File: src/rtl/alarm_bus_arbiter.sv
// -----------------------------------------------------------------------------
// alarm_bus_arbiter
//
// Purpose: arbitrates one shared tristate alarm-data bus between NREQ room
// alarm stations. Exactly zero or one tristate enable is active at a time.
// Urgent (code-blue) requests beat normal ones. Requests of equal class are
// served round-robin. Each grant owns the bus for HOLD_CYCLES cycles and is
// followed by one guard cycle, so two drivers never overlap.
//
// Handshake: req[i] is a level request held by station i until done[i]
// pulses (its last drive cycle) or until it drops req[i] early (abort).
// en[i] is the registered tristate enable. The display samples the bus
// whenever bus_valid is high.
//
// Ports:
//   clk        system clock, rising edge
//   reset      asynchronous, active-high reset
//   req        per-station bus request (level)
//   urgent     per-station priority flag, ignored unless req[i] is also set
//   en         one-hot-or-zero tristate enables (registered)
//   grant_id   index of the current owner, meaningful while bus_valid=1
//   bus_valid  high while an enable is high
//   done       one-cycle pulse on the owner's final drive cycle
//   busy       high in GRANT and GUARD
// -----------------------------------------------------------------------------
module alarm_bus_arbiter #(
  parameter int NREQ        = 4,
  parameter int HOLD_CYCLES = 4,
  parameter int IDW         = $clog2(NREQ)
) (
  input  logic            clk,
  input  logic            reset,
  input  logic [NREQ-1:0] req,
  input  logic [NREQ-1:0] urgent,
  output logic [NREQ-1:0] en,
  output logic [IDW-1:0]  grant_id,
  output logic            bus_valid,
  output logic [NREQ-1:0] done,
  output logic            busy
);

  localparam int CW = (HOLD_CYCLES > 1) ? $clog2(HOLD_CYCLES) : 1;

  typedef enum logic [1:0] {
    S_IDLE  = 2'd0,
    S_GRANT = 2'd1,
    S_GUARD = 2'd2
  } state_t;

  state_t          r_state;
  logic [CW-1:0]   r_cnt;
  logic [IDW-1:0]  r_rr_ptr;
  logic [IDW-1:0]  r_grant_id;
  logic [NREQ-1:0] r_en;
  logic            r_bus_valid;
  logic            r_busy;

  logic [NREQ-1:0] w_urg;
  logic [NREQ-1:0] w_pool;
  logic            w_found;
  logic [IDW-1:0]  w_idx;
  logic [IDW-1:0]  w_win;
  logic [IDW-1:0]  w_win_next;

  // Winner search: when any qualified urgent request exists, only urgent
  // stations are candidates. Scan starts at the round-robin pointer and
  // wraps; the first candidate found wins.
  always_comb begin
    w_urg      = req & urgent;
    w_pool     = (w_urg != '0) ? w_urg : req;
    w_found    = 1'b0;
    w_idx      = '0;
    w_win      = '0;
    for (int k = 0; k < NREQ; k++) begin
      w_idx = IDW'((int'(r_rr_ptr) + k) % NREQ);
      if (!w_found && w_pool[w_idx]) begin
        w_found = 1'b1;
        w_win   = w_idx;
      end
    end
    w_win_next = IDW'((int'(w_win) + 1) % NREQ);
  end

  // Single FSM. Arbitration happens in IDLE and GUARD; GRANT only counts
  // down or ends early on abort, so nothing can pre-empt an active owner.
  always_ff @(posedge clk or posedge reset) begin
    if (reset) begin
      r_state     <= S_IDLE;
      r_cnt       <= '0;
      r_rr_ptr    <= '0;
      r_grant_id  <= '0;
      r_en        <= '0;
      r_bus_valid <= 1'b0;
      r_busy      <= 1'b0;
    end else begin
      case (r_state)
        S_IDLE, S_GUARD: begin
          if (w_found) begin
            r_state     <= S_GRANT;
            r_en        <= NREQ'(1) << w_win;
            r_grant_id  <= w_win;
            r_bus_valid <= 1'b1;
            r_busy      <= 1'b1;
            r_cnt       <= CW'(HOLD_CYCLES - 1);
            r_rr_ptr    <= w_win_next;
          end else begin
            r_state     <= S_IDLE;
            r_en        <= '0;
            r_bus_valid <= 1'b0;
            r_busy      <= 1'b0;
          end
        end
        S_GRANT: begin
          // Abort and normal end of window both release the bus into GUARD.
          if (!req[r_grant_id] || (r_cnt == '0)) begin
            r_state     <= S_GUARD;
            r_en        <= '0;
            r_bus_valid <= 1'b0;
          end else begin
            r_cnt <= r_cnt - 1'b1;
          end
        end
        default: begin
          r_state     <= S_IDLE;
          r_en        <= '0;
          r_bus_valid <= 1'b0;
          r_busy      <= 1'b0;
        end
      endcase
    end
  end

  // r_en holds only the owner's bit, so masking with req yields the owner's
  // done bit exactly when it still requests on its last drive cycle.
  assign done      = ((r_state == S_GRANT) && (r_cnt == '0)) ? (r_en & req) : '0;
  assign en        = r_en;
  assign grant_id  = r_grant_id;
  assign bus_valid = r_bus_valid;
  assign busy      = r_busy;

endmodule

File: config.mk
export PLATFORM = sky130hd
export DESIGN_NAME = alarm_bus_arbiter
export DESIGN_NICKNAME = d
export VERILOG_FILES = /design/src/rtl/alarm_bus_arbiter.sv
export SDC_FILE = /design/constraint.sdc
export NUM_CORES = 1
export LEC_CHECK = 0
export ABC_CLOCK_PERIOD_IN_PS = 4320
export BUFFER_PORTS_ARGS = -buffer_cell sky130_fd_sc_hd__clkbuf_2
export CAP_MARGIN = 40
export CORE_MARGIN = 10
export CORE_UTILIZATION = 59
export DETAILED_ROUTE_END_ITERATION = 8
export HOLD_SLACK_MARGIN = 0.15
export PLACE_DENSITY_LB_ADDON = 0.12
export RECOVER_POWER = 50
export SYNTH_ARGS = -nofsm -noshare
export SYNTH_HDL_FRONTEND = slang
export SYNTH_SLANG_ARGS = --single-unit
File: constraint.sdc
create_clock -name clk -period 4.32 [get_ports clk]
set_input_delay 0.864 -clock clk [delete_from_list [all_inputs] [get_ports clk]]
set_output_delay 0.864 -clock clk [all_outputs]
set_load 0.005 [all_outputs]
==> results.yml <==
power:
  intPower_uw: 413
  p_per_area_mw_per_mm2: 563
  p_clk_share_pct: 9.6
  leakage_nw: 0.629
  peakVddDrop_v: 0.000423
  seqPwrFrac_pct: 32.6
  p_comb_share_pct: 57.7
  switchingPower_uw: 339
  swShare_pct: 45.1
timing:
  finalCritPeriodShare_pct: 63.2
  final.setup_skew_ns: 0.00154
  setup_violations: 0
  timing.fmax_ghz: 0.366
  tightest_slew_ns: 0.638
  grt_setup_unrepaired: "false"
  hold_viol_final: 0
  setup_ws_ns: 1.59
  fin_crit_ns: 2.73
  slew_viol_final: 0
  tns_ns: 0
  relSlewSlack_pct: 57.5
placement:
  globalplace.congestion: 0.881
  dp_slack_ns: 1.32
  io_buffer_count: 21
  dp_hpwl_um: 2250
synth:
  ys_types: 55
  synthArstFlopShare_pct: 100
  ys.flop_type: "dfrtp_1"
  ys_seq_area_share_pct: 26.3
  syn_inst: 131
  synth-seq-cells: 13
  synth_fp_nets: 146
  synth_area_mm2: 0.00124
  synth_edf_count: 0
  syn_avg_cell_area_um2: 9.45
  yosysWarnings: 0
layout:
  fillerInstances: 175
  utilization_pct: 67.3
  syn2layout_area_growth_pct: 7.79
  final_common_cell: "clkbuf_2"
  diodes: 0
  final_nets: 162
  final_cell_mix: "clkbuf_2 (18), dfrtp_1 (13), nand2_1 (9), inv_1 (7), nand3_1 (6)"
  regArea_um2: 325
  multi_input_area_um2: 821
  drive_gt1_share_pct: 26.7
drt:
  met3_length_um: 150
  drt_iter0_drc: 60
  drc: 0
  wl_met2_um: 1350
  dr.pass1.iters: 4
  vias: 1061
  ant_nets: 0
  top_layer: "met4"
  finalWirelength_um: 2820
  vias_per_cell: 6.13
  wl_met1_um: 1310
  routedWlPerCell_um: 16.3
cts:
  clk_pin_slew_ns: 0.07
  cts_tree: "done"
  clk_latency_ns: 0.27
  clock-sinks: 13
  root_buffer: "clkbuf_4"
  cts_buffer_depth: 2
  cts_buffers: 3
  hold_buffers: 0
  cts_resized: 0
  htree_levels: 1
  post-cts-setup-buffers: 0
floorplan:
  coreArea_mm2: 0.00198
  rows: 16
  die_h_um: 65.8
  pin_count: 22
  die_w_um: 65.8
  die_area_mm2: 0.00433
  start_util_pct: 62.4
global_route:
  track_usage_pct: 14.0
  gr-total-overflow: 0
  grt_pass1_wl_um: 4920
  first_global_vias: 993
  antenna_found_initial: 0
  grt_max_degree: 19
setup_path:
  crit_slowest_cell: "a311o_1"
  crit_chain: "clkbuf_2, a22oi_4, a31oi_2, mux2_4, a311o_1, o211ai_2, and2_1, ha_1, nand2_1, o21ai_1"
  worstPathArrival_ns: 2.87
  start_kind: "input port"
  critical_path.max_fanout: 13
  critPathRequiredTime_ns: 4.47
  worstSetupEndpointType: "register"
  r2r_start: "r_rr_ptr[1]$_DFFE_PP0P_"
  cp_slowest_stage_delay_ns: 0.36
  crit_start: "req[1]"
  critPathKind: "in2reg"
status:
  status: "finished clean"
min_path:
  min_path_type: "reg2reg"
  hp-start: "busy$_DFFE_PP0N_"
run:
  drv_cap: 0
-- logic make-up after synthesis --
kind of cell,after synthesis,synth area share (%)
muxes,7,8.70
adders and majority gates,5,5.06
buffers and inverters,17,7.38
AOI/OAI and AO/OA,39,27.6
and+or+nand+nor,50,25.0
DFF,13,26.3
-- cells in the mapped netlist, types with 2 or more instances --
library cell / number / area (um^2)
a31oi_2: 2 / 25.0
o21ai_0: 5 / 25.0
nor2_1: 3 / 11.3
and3b_1: 2 / 17.5
clkbuf_1: 2 / 7.51
buf_6: 2 / 22.5
nand3_1: 6 / 30.0
a211oi_1: 2 / 15.0
nor3_1: 3 / 15.0
buf_4: 2 / 15.0
inv_1: 7 / 26.3
a22o_1: 4 / 35.0
buf_2: 4 / 20.0
nor2b_1: 4 / 25.0
o2111ai_1: 2 / 17.5
mux2_2: 2 / 22.5
and3_1: 4 / 25.0
nand2_1: 9 / 33.8
dfrtp_1: 13 / 325
o21ai_1: 2 / 10.0
a21oi_1: 3 / 15.0
a22oi_4: 2 / 42.5
ha_1: 5 / 62.6
mux2_4: 2 / 30.0
a31oi_1: 4 / 25.0
and2_1: 5 / 31.3
nand4_1: 2 / 12.5
-- layer usage --
metal / GRT usage, % / up-vias
li1: - / 532
met1: 18.9 / 503
met2: 21.3 / 24
met3: 4.24 / 2
met4: 3.21 / 0
met5: 0 / -
-- area by class of cell --
class | instances | area share [%]
multi-input cells | 101 | 61.5
flip-flops and latches | 13 | 24.4
repair buffers | 21 | 7.60
well taps | 27 | 2.53
clock buffers | 4 | 1.97
inverters | 7 | 1.97
-- worst paths after layout --
path	to	slack [ns]	cells past startpoint
setup reg to reg	r_rr_ptr[1]$_DFFE_PP0P_	1.89	9
hold reg to reg	busy$_DFFE_PP0N_	0.50	1
max in group asynchronous	r_rr_ptr[1]$_DFFE_PP0P_	3.39	2
min in group asynchronous	en[2]$_DFFE_PP0P_	0.59	2
setup / recovery	r_rr_ptr[1]$_DFFE_PP0P_	1.59	10
hold / removal	busy$_DFFE_PP0N_	0.50	1
-- critical path: cells and delay by family --
| kind | cells | cell delay, ns |
|---|---|---|
| compound gates | 5 | 1.02 |
| mux | 1 | 0.33 |
| fa+ha+maj | 1 | 0.23 |
| simple gates | 2 | 0.23 |
| buf+inv | 1 | 0.19 |
-- flip-flops by register name, indices dropped and copies added, names as in the netlist --
name / flops
en: 4
r_cnt: 2
busy: 1
r_rr_ptr: 2
r_state: 2
grant_id: 2
-- metrics by stage --
stage	total power [mW]	hold WS [ns]	instance area, um^2	instances
final	0.751	0.496	1330	173
after global routing	0.827	0.528	1330	173
after CTS	0.762	0.500	1340	173
after detailed placement	0.683	0.481	1310	169
after global placement	0.673	0.460	1310	169
after floorplan	0.593	0.473	1240	131
-- power groups by stage --
stage               combinational (mW)  clock, mW  sequential (mW)
floorplan                        0.384          0            0.210
global placement                 0.429          0            0.243
detailed placement               0.435          0            0.248
CTS                              0.439     0.0774            0.245
global route                     0.491     0.0818            0.254
finish                           0.434     0.0725            0.245
(Power assumes the default switching activity.)
